$ cat config.mk
export PLATFORM = sky130hd
export DESIGN_NAME = router_pkt_tx_flat
export DESIGN_NICKNAME = d
export VERILOG_FILES = /design/src/rtl/router_pkt_tx_pkg.sv /design/src/rtl/router_pkt_tx_if.sv /design/src/rtl/router_pat_gen.sv /design/src/rtl/router_pkt_tx.sv /design/src/flat_wrapper.sv
export SDC_FILE = /design/constraint.sdc
export NUM_CORES = 1
export LEC_CHECK = 0
export ABC_CLOCK_PERIOD_IN_PS = 2050
export BUFFER_PORTS_ARGS = -buffer_cell sky130_fd_sc_hd__buf_2
export CAP_MARGIN = 30
export CORE_MARGIN = 2
export CORE_UTILIZATION = 55
export CTS_BUF_LIST = sky130_fd_sc_hd__clkbuf_8
export DETAILED_ROUTE_END_ITERATION = 8
export PLACE_DENSITY = 0.78
export REMOVE_ABC_BUFFERS = 1
export SYNTH_ARGS = -nofsm -noshare
export SYNTH_HDL_FRONTEND = slang
export SYNTH_SLANG_ARGS = --single-unit
$ cat constraint.sdc
create_clock -name clock -period 2.05 [get_ports clock]
set_input_delay 0.3075 -clock clock [delete_from_list [all_inputs] [get_ports clock]]
set_output_delay 0.3075 -clock clock [all_outputs]
set_load 0.1 [all_outputs]
$ cat src/rtl/router_pkt_tx_pkg.sv
// rtl/router_pkt_tx_pkg.sv - shared types, constants and helpers for the packet transmitter
package router_pkt_tx_pkg;

    typedef enum logic [1:0] {
        ST_IDLE = 2'd0,
        ST_HDR  = 2'd1,
        ST_PLD  = 2'd2,
        ST_PAR  = 2'd3
    } state_e;

    localparam logic [1:0] ADDR_ILLEGAL = 2'd3;

    // Feedback taps on bits 7,5,4,3; an all-zero seed would lock the LFSR, so it is replaced.
    localparam logic [7:0] LFSR_TAPS     = 8'hB8;
    localparam logic [7:0] LFSR_ZERO_FIX = 8'h01;

    localparam int HDR_LEN_MSB  = 7;
    localparam int HDR_LEN_LSB  = 2;
    localparam int HDR_ADDR_MSB = 1;
    localparam int HDR_ADDR_LSB = 0;

    function automatic logic [7:0] lfsr_next(input logic [7:0] cur);
        return {cur[6:0], ^(cur & LFSR_TAPS)};
    endfunction

    function automatic logic [7:0] make_hdr(input logic [5:0] len, input logic [1:0] addr);
        logic [7:0] hdr;
        hdr = '0;
        hdr[HDR_LEN_MSB:HDR_LEN_LSB]   = len;
        hdr[HDR_ADDR_MSB:HDR_ADDR_LSB] = addr;
        return hdr;
    endfunction

endpackage

$ cat src/rtl/router_pkt_tx_if.sv
// rtl/router_pkt_tx_if.sv - request and packet-output signal bundle for router_pkt_tx
interface router_pkt_tx_if;
    logic       start;
    logic [1:0] dest_addr;
    logic [5:0] length;
    logic       mode;
    logic [7:0] seed;
    logic       busy;
    logic       pkt_valid;
    logic [7:0] data_out;
    logic       tx_active;
    logic       done;
    logic       req_err;

    modport slave (
        input  start, dest_addr, length, mode, seed, busy,
        output pkt_valid, data_out, tx_active, done, req_err
    );

    modport master (
        output start, dest_addr, length, mode, seed, busy,
        input  pkt_valid, data_out, tx_active, done, req_err
    );
endinterface

$ cat src/rtl/router_pat_gen.sv
// rtl/router_pat_gen.sv - payload pattern generator: incrementing or 8-bit LFSR sequence
module router_pat_gen
    import router_pkt_tx_pkg::*;
(
    input  logic       clock,
    input  logic       resetn,
    input  logic       load,
    input  logic       load_mode,
    input  logic [7:0] load_seed,
    input  logic       advance,
    output logic [7:0] cur,
    output logic [7:0] nxt
);

    logic       mode_q, mode_d;
    logic [7:0] pat_q, pat_d;

    assign cur = pat_q;
    assign nxt = mode_q ? lfsr_next(pat_q) : pat_q + 8'd1;

    always_comb begin
        mode_d = mode_q;
        pat_d  = pat_q;
        if (load) begin
            mode_d = load_mode;
            pat_d  = (load_mode && (load_seed == 8'd0)) ? LFSR_ZERO_FIX : load_seed;
        end else if (advance) begin
            pat_d = nxt;
        end
    end

    always_ff @(posedge clock or negedge resetn) begin
        if (!resetn) begin
            mode_q <= 1'b0;
            pat_q  <= 8'd0;
        end else begin
            mode_q <= mode_d;
            pat_q  <= pat_d;
        end
    end

endmodule

$ cat src/rtl/router_pkt_tx.sv
// rtl/router_pkt_tx.sv - packet transmitter FSM: header, generated payload, XOR parity byte
module router_pkt_tx
    import router_pkt_tx_pkg::*;
(
    input  logic            clock,
    input  logic            resetn,
    router_pkt_tx_if.slave  bus
);

    state_e     state_q, state_d;
    logic [5:0] len_q, len_d;
    logic [5:0] cnt_q, cnt_d;
    logic [7:0] par_q, par_d;
    logic [7:0] data_q, data_d;
    logic       valid_q, valid_d;
    logic       active_q, active_d;
    logic       done_q, done_d;
    logic       err_q, err_d;

    logic       pat_load, pat_adv;
    logic [7:0] pat_cur, pat_nxt;
    logic       accept;

    router_pat_gen u_pat_gen (
        .clock     (clock),
        .resetn    (resetn),
        .load      (pat_load),
        .load_mode (bus.mode),
        .load_seed (bus.seed),
        .advance   (pat_adv),
        .cur       (pat_cur),
        .nxt       (pat_nxt)
    );

    assign accept = (state_q != ST_IDLE) && !bus.busy;

    always_comb begin
        state_d  = state_q;
        len_d    = len_q;
        cnt_d    = cnt_q;
        par_d    = par_q;
        data_d   = data_q;
        valid_d  = valid_q;
        active_d = active_q;
        done_d   = 1'b0;
        err_d    = 1'b0;
        pat_load = 1'b0;
        pat_adv  = 1'b0;
        case (state_q)
            ST_IDLE: begin
                if (bus.start) begin
                    if ((bus.dest_addr == ADDR_ILLEGAL) || (bus.length == 6'd0)) begin
                        err_d = 1'b1;
                    end else begin
                        state_d  = ST_HDR;
                        len_d    = bus.length;
                        cnt_d    = 6'd0;
                        par_d    = 8'd0;
                        data_d   = make_hdr(bus.length, bus.dest_addr);
                        valid_d  = 1'b1;
                        active_d = 1'b1;
                        pat_load = 1'b1;
                    end
                end
            end
            ST_HDR: begin
                if (accept) begin
                    state_d = ST_PLD;
                    par_d   = par_q ^ data_q;
                    data_d  = pat_cur;
                end
            end
            ST_PLD: begin
                if (accept) begin
                    par_d = par_q ^ data_q;
                    cnt_d = cnt_q + 6'd1;
                    // The parity byte folds in the payload byte being accepted this cycle.
                    if (cnt_q == len_q - 6'd1) begin
                        state_d = ST_PAR;
                        valid_d = 1'b0;
                        data_d  = par_q ^ data_q;
                    end else begin
                        data_d  = pat_nxt;
                        pat_adv = 1'b1;
                    end
                end
            end
            ST_PAR: begin
                if (accept) begin
                    state_d  = ST_IDLE;
                    done_d   = 1'b1;
                    data_d   = 8'd0;
                    valid_d  = 1'b0;
                    active_d = 1'b0;
                end
            end
            default: state_d = ST_IDLE;
        endcase
    end

    always_ff @(posedge clock or negedge resetn) begin
        if (!resetn) begin
            state_q  <= ST_IDLE;
            len_q    <= 6'd0;
            cnt_q    <= 6'd0;
            par_q    <= 8'd0;
            data_q   <= 8'd0;
            valid_q  <= 1'b0;
            active_q <= 1'b0;
            done_q   <= 1'b0;
            err_q    <= 1'b0;
        end else begin
            state_q  <= state_d;
            len_q    <= len_d;
            cnt_q    <= cnt_d;
            par_q    <= par_d;
            data_q   <= data_d;
            valid_q  <= valid_d;
            active_q <= active_d;
            done_q   <= done_d;
            err_q    <= err_d;
        end
    end

    assign bus.pkt_valid = valid_q;
    assign bus.data_out  = data_q;
    assign bus.tx_active = active_q;
    assign bus.done      = done_q;
    assign bus.req_err   = err_q;

endmodule

$ cat src/flat_wrapper.sv
// flat-port wrapper written by rule: the top's interface ports become plain ports
module router_pkt_tx_flat import router_pkt_tx_pkg::*;
  (clock, resetn, bus_start, bus_dest_addr, bus_length, bus_mode, bus_seed, bus_busy, bus_pkt_valid, bus_data_out, bus_tx_active, bus_done, bus_req_err);
  router_pkt_tx_if bus_i ();
  input  logic clock;
  input  logic resetn;
  input wire logic [$bits(bus_i.start)-1:0] bus_start;
  input wire logic [$bits(bus_i.dest_addr)-1:0] bus_dest_addr;
  input wire logic [$bits(bus_i.length)-1:0] bus_length;
  input wire logic [$bits(bus_i.mode)-1:0] bus_mode;
  input wire logic [$bits(bus_i.seed)-1:0] bus_seed;
  input wire logic [$bits(bus_i.busy)-1:0] bus_busy;
  output wire logic [$bits(bus_i.pkt_valid)-1:0] bus_pkt_valid;
  output wire logic [$bits(bus_i.data_out)-1:0] bus_data_out;
  output wire logic [$bits(bus_i.tx_active)-1:0] bus_tx_active;
  output wire logic [$bits(bus_i.done)-1:0] bus_done;
  output wire logic [$bits(bus_i.req_err)-1:0] bus_req_err;
  assign bus_i.start = bus_start;
  assign bus_i.dest_addr = bus_dest_addr;
  assign bus_i.length = bus_length;
  assign bus_i.mode = bus_mode;
  assign bus_i.seed = bus_seed;
  assign bus_i.busy = bus_busy;
  assign bus_pkt_valid = bus_i.pkt_valid;
  assign bus_data_out = bus_i.data_out;
  assign bus_tx_active = bus_i.tx_active;
  assign bus_done = bus_i.done;
  assign bus_req_err = bus_i.req_err;
  router_pkt_tx u_core (.clock(clock), .resetn(resetn), .bus(bus_i));
endmodule
== Word level (Yosys, flattened, before mapping) ==
Index checks and enable logic that the tools add are counted.

* Word-level logic and storage cells: 94
* Register bits: 43

* Add/subtract/negate cells: 3
* Multiplexer cells: 44
* Bitwise gates (word level): 2
* Equality and inequality tests: 12
* Reductions and logical operators: 22

{| class="wikitable"
|+ Operators with widths
! operator !! number
|-
| $mux 8 || 13
|-
| $pmux 8 s4 || 1
|-
| $mux 6 || 3
|-
| $mux 1 || 16
|-
| $pmux 8 s2 || 1
|-
| $mux 2 || 6
|-
| $pmux 6 s2 || 1
|-
| $reduce_and 4->1 || 3
|-
| $reduce_and 6->1 || 2
|-
| $ne 2x1->1 const B || 5
|-
| $reduce_bool 2->1 || 5
|-
| $add 8x1->8 const B || 1
|-
| $logic_not 8->1 || 1
|-
| $pmux 2 s4 || 1
|-
| $reduce_xor 8->1 || 1
|-
| $xor 8x8->8 || 1
|-
| $add 6x1->6 const B || 1
|-
| $eq 2x2->1 const B || 3
|-
| $eq 6x6->1 || 1
|-
| $logic_not 6->1 || 1
|-
| $sub 6x1->6 const B || 1
|-
| $reduce_and 5->1 || 1
|-
| $ne 2x2->1 const B || 2
|-
| $pmux 1 s3 || 1
|-
| 10 further kinds || 11
|}

== Depth between registers and ports, before layout ==
Gate-level depths: netlist of the first run.

* Depth in word-level cells: 7
* Gate-level depth with buffers: 9
* Depth with buffers taken out: 7

== Modules after synthesis ==
Synthesis of the first run repeated with hierarchy kept, for this count alone.

* Cell total of the unflattened synthesis: 346
* Area total of the unflattened synthesis: 2971.6 sq um

{| class="wikitable"
|+ Modules (own cells, without submodules)
! module !! cells each !! seq. area each (sq um) !! times used !! area an instance (sq um)
|-
| router_pkt_tx || 256 || 850.8 || 1 || 2187.1
|-
| router_pat_gen || 90 || 225.2 || 1 || 784.5
|}

== Least setup slack after synthesis of the first run ==
Ideal clock, no wire load.

* Path type: reg2reg
* From: register u_core.len_q[0]
* To: register u_core.u_pat_gen.pat_q[0], in the netlist u_core.u_pat_gen.cur[0]
* Cell stages (with the launch flop): 9
* Setup time: 0.125 ns
* Slack: -0.047 ns
* Path buffers: 1
* Data arrival time: 1.972 ns
* Required time: 1.925 ns
* Cell sequence: dfrtp_1 -> inv_1 -> ha_1 -> or3b_1 -> a211oi_2 -> o211ai_2 -> a21o_1 -> buf_6 -> mux2_4

* Word-level cells in the longest chain between the ends: 6

{| class="wikitable"
|+ Ends and longest elaborated chain
! item !! line !! source
|-
| from (decl) || router_pkt_tx.sv:11 || <nowiki>logic [5:0] len_q, len_d;</nowiki>
|-
| from (signal assigned) || router_pkt_tx.sv:114 || <nowiki>len_q <= len_d;</nowiki>
|-
| $sub 6x1->6 || router_pkt_tx.sv:78 || <nowiki>if (cnt_q == len_q - 6'd1) begin</nowiki>
|-
| $eq 6x6->1 || router_pkt_tx.sv:78 ||
|-
| $mux 1 || router_pkt_tx.sv:78 ||
|-
| $mux 1 || router_pkt_tx.sv:74 || <nowiki>if (accept) begin</nowiki>
|-
| $mux 1 || router_pkt_tx.sv:49 || <nowiki>case (state_q)</nowiki>
|-
| $reduce_bool 2->1 (no line) || -- ||
|-
| to (signal assigned) || router_pat_gen.sv:38 || <nowiki>pat_q <= pat_d;</nowiki>
|-
| to (decl) || router_pat_gen.sv:16 || <nowiki>logic [7:0] pat_q, pat_d;</nowiki>
|}

Every way passes these cells.
A chain may end at the register's enable or synchronous reset.

== Final worst setup path of the first run ==
* From: register u_core.len_q[0]
* To: register u_core.state_q[0]

* Word-level cells in the longest chain between the ends: 4

{| class="wikitable"
|+ Ends and longest elaborated chain
! item !! line !! source
|-
| $sub 6x1->6 || router_pkt_tx.sv:78 ||
|-
| $eq 6x6->1 || router_pkt_tx.sv:78 ||
|-
| $ne 2x1->1 (no line) || -- ||
|-
| $reduce_and 6->1 (no line) || -- ||
|-
| to (signal assigned) || router_pkt_tx.sv:113 || <nowiki>state_q <= state_d;</nowiki>
|-
| to (decl) || router_pkt_tx.sv:10 || <nowiki>state_e state_q, state_d;</nowiki>
|}

Every way passes these cells.

==> results of run 1 <==
[cells in the mapped netlist (2+ instances only)]
master	n	area share (%)
a211oi_1	9	2.2
xor2_1	3	0.87
and4_1	2	0.58
buf_6	3	1.1
nand4_1	4	0.82
nor4_1	3	0.62
nand3_1	5	0.82
a21boi_0	8	2.0
o31ai_1	2	0.49
dfrtp_1	43	35
o221ai_1	4	1.2
mux2i_1	13	4.3
and3_1	2	0.41
or3_1	2	0.41
nor2_1	14	1.7
buf_2	3	0.49
mux2_4	4	2.0
a21oi_1	15	2.5
nor3_2	2	0.66
clkbuf_1	13	1.6
and3b_1	2	0.58
a221oi_1	3	0.87
ha_1	8	3.3
mux2_2	7	2.6
o21ai_0	35	5.8
a31oi_1	9	1.9
o211ai_1	4	0.99
inv_1	12	1.5
and2_1	6	1.2
nand2b_1	3	0.62
nand4b_1	9	2.6
nand2_1	36	4.4
o22ai_1	3	0.62
nor3_1	3	0.49
nor2b_1	3	0.62
xnor2_1	14	4.0
a31o_2	2	0.58
[area by class of cell]
class / instances / area, um2
Multi-Input combinational cell: 258 / 1920
Fill cell: 406 / 1570
Sequential cell: 43 / 1080
Timing Repair Buffer: 84 / 601
Tap cell: 72 / 90.1
Clock buffer: 5 / 68.8
Inverter: 13 / 48.8
Clock inverter: 3 / 23.8
[layer usage]
metal	vias up	routed length, um	track usage [%]
met5	-	0	0
met4	0	146	7.54
met3	18	525	4.25
met2	136	4310	46.3
met1	1437	3560	34.9
li1	1390	-	-
[worst min-delay path by stage]
stage / from / to / slack, ns / cells past startpoint
floorplan: resetn / u_core.bus.data_out[0] / 0.01 / 0
global placement: resetn / u_core.cnt_q[0] / 0.30 / 1
detailed placement: resetn / u_core.cnt_q[2] / 0.31 / 1
CTS: bus_mode / u_core.u_pat_gen.mode_q / 0.22 / 3
global route: bus_seed[2] / u_core.u_pat_gen.cur[2] / 0.24 / 3
finish: bus_mode / u_core.u_pat_gen.mode_q / 0.21 / 3
[placed cells by master (no fill, tap or decap), types with 3 or more instances in the layout]
cell      Yosys  final
a211oi_1      9      9
a21boi_0      8      8
a21oi_1      15     13
a31oi_1       9      9
and2_1        6      5
buf_2         3     33
buf_4         1     40
buf_6         3      8
clkbuf_8      0      5
dfrtp_1      43     43
ha_1          8      6
inv_1        12     10
mux2_2        7      7
mux2_4        4      4
mux2i_1      13     12
nand2_1      36     36
nand2b_1      3      3
nand3_1       5      5
nand4_1       4      4
nand4b_1      9      9
nor2_1       14     14
nor2b_1       3      3
nor3_2        2      3
o211ai_1      4      4
o21ai_0      35     34
o221ai_1      4      3
o22ai_1       3      3
xnor2_1      14     14
[timing repair]
| item | in CTS | in global routing |
|---|---|---|
| resized for setup | 14 | 23 |
| gates cloned | 1 | 1 |
| hold buffers | 1 | 0 |
| hold endpoints to repair | 20 | 0 |
| pin swaps | 7 | 5 |
| setup buffers | 13 | 6 |
| endpoints found under the setup margin | 23 | 29 |
[registers in the layout (all words and copies together) (netlist names), 2 cells and up]
register,flops
u_core.bus.data_out,8
u_core.par_q,8
u_core.u_pat_gen.cur,8
u_core.cnt_q,6
u_core.len_q,6
u_core.state_q,2
[cell families after synthesis]
kind of cell               after synthesis  share of synthesized area (%)
muxes                                   24                           8.86
buffers and inverters                   34                           5.19
adders and majority gates                8                           3.30
AOI/OAI and AO/OA                      106                           23.2
xor gates and xnor gates                18                           5.64
and+or+nand+nor                        102                           18.4
DFF                                     43                           35.4
[critical path, stage by stage, from the launching register on]
cell and delay [ns]:
dfrtp_1 0.42, inv_2 0.10, ha_4 0.14, or3b_4 0.38, a211oi_4 0.24, o211ai_4 0.14, buf_6 0.16, buf_4 0.13
or2_4 0.23, a31oi_1 0.15
[stage by stage]
stage                     cell area [um2]  hold WS, ns  setup TNS, ns  setup WS (ns)
after floorplan                      2930       0.0119         -24.59          -1.10
after global placement               3430        0.302         -0.463        -0.0477
after detailed placement             3430        0.307          -1.55         -0.133
after CTS                            3680        0.224         -0.693        -0.0792
after global routing                 3830        0.237          -2.00         -0.157
final                                3830        0.214          -1.06         -0.108
==> summary.md, run 1 <==
• **Reg2Reg Capture Point** u_core.state_q[0]
• **Max-Cap Viols** 0
• **Bufs on Longest Clock Path** 2
• **Post-Layout Cell Count** 478
• **Seq cells post-synth** 43
• **cell count after synthesis** 335
• **global placer's final weighted congestion** 0.895
• **Worst-Skew Late Latency** 0.32 ns
• **number of warnings reported in the yosys synthesis log** 0
• **TritonCTS clock tree** done
• **area enclosed by the die boundary** 6130 um2
• **core area** 5410 um2
• **number of buffers added by the clock tree synthesis step** 5
• **die extent in y** 78.3 um
• **time the worst path needs with I/O delays and setup** 2.16 ns
• **Layout area overhead** 26.2%
• **largest clock skew in the final design** 0.0114 ns
• **count of antenna diodes in the layout** 0
• **worst flop-to-flop path startpoint** u_core.len_q[0]
• **global-route wire length before repair** 12800 um
• **die outline width** 78.3 um
• **CTS root buffer** clkbuf_8
• **number of vias per cell** 6.24
• **unrepaired setup endpoints after global routing** yes
• **Starting DRT DRC Count** 211
• **Core Util, Final** 70.9%
• **beginning of the critical path** u_core.len_q[0]
• **total number of H-tree levels** 2
• **dpl cells** 449
• **number of pins exceeding their max-slew limit in the final report** 0
• **HPWL Detailed** 5620 um
• **Hold Violations, Final** 0
• **average size of a mapped cell** 9.07 um2
• **DRC viols** 0
• **share of synthesized flip-flops with an asynchronous set or reset** 100%
• **Tot GR Track Use** 26.8%
• **ports placed on the boundary** 33
• **share of final-layout standard cells stronger than drive strength 1** 32.3%
• **std cell rows** 27
• **clk sink count** 43
• **sort of element at the end of the critical path** flip-flop
• **violations in the final reports** negative setup slack
• **overflow left after global routing** 0
• **Clock Pin Slew Worst Setup and Hold Paths** 0.10 ns
• **worst slew margin relative to its limit** 52.6%
• **crit start category** flip-flop
• **routed length per placed instance** 17.9 um
• **EDFF count, synth** 0
• **outcome** finished, violations left
• **total length of routed wires** 8540 um
• **startpoint-to-endpoint class of the critical path** reg2reg
• **antenna violations before repair** 0
• **maximum frequency from static timing analysis** 463 MHz
• **number of unique standard cell types used by synthesis** 59
• **final setup fails** 17
• **count of antenna-violating nets left after detailed routing** 0
• **pin count of the biggest net entering global routing** 24
• **Worst setup endpoint** u_core.state_q[0]
• **worst hold path type** in2reg
• **actual transition at the worst max-transition pin** 0.711 ns
• **count of buffers from port buffering** 32
• **arrival time worst endpoint** 2.41 ns
• **post-synthesis sequential area ratio** 35.4%
• **share of the clock period used by the worst path** 105%
• **number of nets in the finished design** 434
• **number of search-and-repair iterations in the first detailed-routing pass** 7
• **initial standard-cell utilization of the core** 56.2%
• **Final Worst Setup Slack** -0.108 ns
• **number of global-route vias before repair** 2675
• **crit-path max FO** 5
• **required time reported for the critical path endpoint** 2.30 ns
• **netlist area before placement** 3040 um2
• **Register-to-Register Setup Slack** -0.11 ns
• **vias after detailed routing** 2981
• **FF-to-FF path depth** 9
• **predominant post-synthesis flop cell** dfrtp_1
Power of run 1 is not shown: default switching activity piles up to over one toggle a cycle in this logic, so the estimate is an artifact.
==> inputs of run 2 (changes only) <==
--- a/config.mk
+++ b/config.mk
@@ -5,14 +5,14 @@
 export SDC_FILE = /design/constraint.sdc
 export NUM_CORES = 1
 export LEC_CHECK = 0
-export ABC_CLOCK_PERIOD_IN_PS = 2050
+export ABC_CLOCK_PERIOD_IN_PS = 2450
 export BUFFER_PORTS_ARGS = -buffer_cell sky130_fd_sc_hd__buf_2
 export CAP_MARGIN = 30
 export CORE_MARGIN = 2
-export CORE_UTILIZATION = 55
+export CORE_UTILIZATION = 61
 export CTS_BUF_LIST = sky130_fd_sc_hd__clkbuf_8
 export DETAILED_ROUTE_END_ITERATION = 8
-export PLACE_DENSITY = 0.78
+export PLACE_DENSITY = 0.82
 export REMOVE_ABC_BUFFERS = 1
 export SYNTH_ARGS = -nofsm -noshare
 export SYNTH_HDL_FRONTEND = slang
==> constraint.sdc (replaced) <==
create_clock -name clock -period 2.45 [get_ports clock]
set_input_delay 0.3675 -clock clock [delete_from_list [all_inputs] [get_ports clock]]
set_output_delay 0.3675 -clock clock [all_outputs]
set_load 0.1 [all_outputs]
==> run 2 against run 1 <==
The run now ends clean. Core utilization rose by 0.23 points. First-iteration DRC count rose by 12%. Die area is 9.3% lower. Critical path depth down 1. Global-route usage rose by 2.9 points. Clock skew shrank 0.0027 ns. Highest routed layer unchanged.
==> summary.md, run 2 (same netlist as run 1, synthesis figures left out) <==
• **endpoint of the worst hold path** u_core.u_pat_gen.mode_q
• **core area** 4750 um2
• **arrival time worst endpoint** 2.50 ns
• **FF-to-FF path depth** 8
• **final-layout setup total negative slack** 0 ns
• **worst flop-to-flop path startpoint** u_core.len_q[0]
• **dpl cells** 425
• **Reg2Reg Capture Point** u_core.u_pat_gen.cur[2]
• **count of antenna diodes in the layout** 0
• **share of the clock period used by the worst path** 95.6%
• **cells along the critical path** inv_1 -> ha_1 -> or3b_1 -> a211oi_2 -> o211ai_2 -> buf_4 -> o211ai_1 -> o221ai_1
• **HPWL Detailed** 5410 um
• **overflow left after global routing** 0
• **crit start category** flip-flop
• **initial standard-cell utilization of the core** 63.9%
• **Post-Layout Cell Count** 433
• **Bufs on Longest Clock Path** 2
• **die extent in y** 74.6 um
• **required time reported for the critical path endpoint** 2.61 ns
• **ports placed on the boundary** 33
• **setup slack at placement** 0.186 ns
• **total length of routed wires** 7520 um
• **total number of H-tree levels** 2
• **count of antenna-violating nets left after detailed routing** 0
• **unrepaired setup endpoints after global routing** no
• **share of final-layout standard cells stronger than drive strength 1** 19.9%
• **Clock Pin Slew Worst Setup and Hold Paths** 0.08 ns
• **number of nets in the finished design** 395
• **routed length per placed instance** 17.4 um
• **startpoint-to-endpoint class of the critical path** reg2reg
• **antenna violations before repair** 0
• **sort of element at the end of the critical path** flip-flop
• **TritonCTS clock tree** done
• **Hold Violations, Final** 0
• **Register-to-Register Setup Slack** 0.11 ns
• **number of search-and-repair iterations in the first detailed-routing pass** 4
• **Final Worst Setup Slack** 0.109 ns
• **worst slew margin relative to its limit** 60.5%
• **buffers inserted during post-CTS setup optimization** 0
• **most common cell after layout, fill and taps aside** dfrtp_1
• **CP max-delay cell** dfrtp_1
• **Layout area overhead** 11.3%
• **CTS root buffer** clkbuf_8
• **DRC viols** 0
• **Max-Cap Viols** 0
• **Worst-Skew Late Latency** 0.31 ns
• **global-route wire length before repair** 12400 um
• **pin count of the biggest net entering global routing** 26
• **number of vias per cell** 6.34
• **commonest non-fill, non-tap cells in the layout** 43 x dfrtp_1, 36 x nand2_1, 35 x o21ai_0, 32 x buf_2, 15 x a21oi_1
• **area enclosed by the die boundary** 5560 um2
• **vias after detailed routing** 2746
• **number of pins exceeding their max-slew limit in the final report** 0
• **number of global-route vias before repair** 2591
• **global placer's final weighted congestion** 0.901
• **number of buffers added by the clock tree synthesis step** 5
• **actual transition at the worst max-transition pin** 0.593 ns
• **time the worst path needs with I/O delays and setup** 2.34 ns
• **outcome** complete, no violations
• **largest clock skew in the final design** 0.00868 ns
• **final setup fails** 0
• **maximum frequency from static timing analysis** 427 MHz
• **count of buffers from port buffering** 32
• **clk sink count** 43
• **Core Util, Final** 71.1%
• **biggest cell delay along the critical path** 0.40 ns
• **Cells on Worst Hold Path** 3
• **hold wc startpoint** bus_mode
• **number of filler cells placed in the layout** 419
• **crit-path max FO** 12
• **Tot GR Track Use** 29.7%
• **worst hold path type** in2reg
• **die outline width** 74.6 um
• **std cell rows** 25
• **Starting DRT DRC Count** 237
run 2: critical path: cells and delay by family, from the launching register on:
family / cells / cell delay (ns)
flip-flops: 1 / 0.40
AO/OA/AOI/OAI: 4 / 0.88
adder cells (fa/ha/maj): 1 / 0.23
AND/OR/NAND/NOR: 1 / 0.38
buffers and inverters: 2 / 0.30
run 2: how the worst max path moves through the flow:
stage                       from                       to  slack (ns)
2_1_floorplan  u_core.state_q[0]  u_core.u_pat_gen.cur[0]       -0.70
3_3_place_gp     u_core.len_q[0]        u_core.state_q[1]        0.28
3_5_place_dp     u_core.len_q[0]  u_core.u_pat_gen.cur[1]        0.19
4_1_cts          u_core.len_q[0]  u_core.u_pat_gen.cur[2]        0.11
5_1_grt          u_core.len_q[0]  u_core.u_pat_gen.cur[2]       0.004
6_report         u_core.len_q[0]  u_core.u_pat_gen.cur[2]        0.11
run 2: area by class of cell:
cell class                      instances  area, um2  area share, %
Clock inverter                          2       33.8          0.999
Sequential cell                        43       1080           31.8
Clock buffer                            5       68.8           2.03
Inverter                               13       48.8           1.44
Tap cell                               67       83.8           2.48
Multi-Input combinational cell        258       1810           53.5
Timing Repair Buffer                   45        260           7.70
run 2: metal layers:
layer	up-vias	global-route usage (%)	wire length (um)
li1	1296	-	-
met1	1335	39.0	3210
met2	100	49.5	3750
met3	15	5.28	408
met5	-	0	0
met4	0	10.7	154
run 2: stage by stage:
stage	cell area, um2	hold WS [ns]
final	3380	0.277
after global routing	3380	0.288
after CTS	3380	0.279
after detailed placement	3270	0.330
after global placement	3270	0.324
after floorplan	2930	0.0719
run 2: what timing repair did:
action                    4_1_cts  5_1_grt
hold buffers                    1        0
hold endpoints to repair        6        0
gates resized for setup         0        0
Power of run 2 is left out for the same reason.
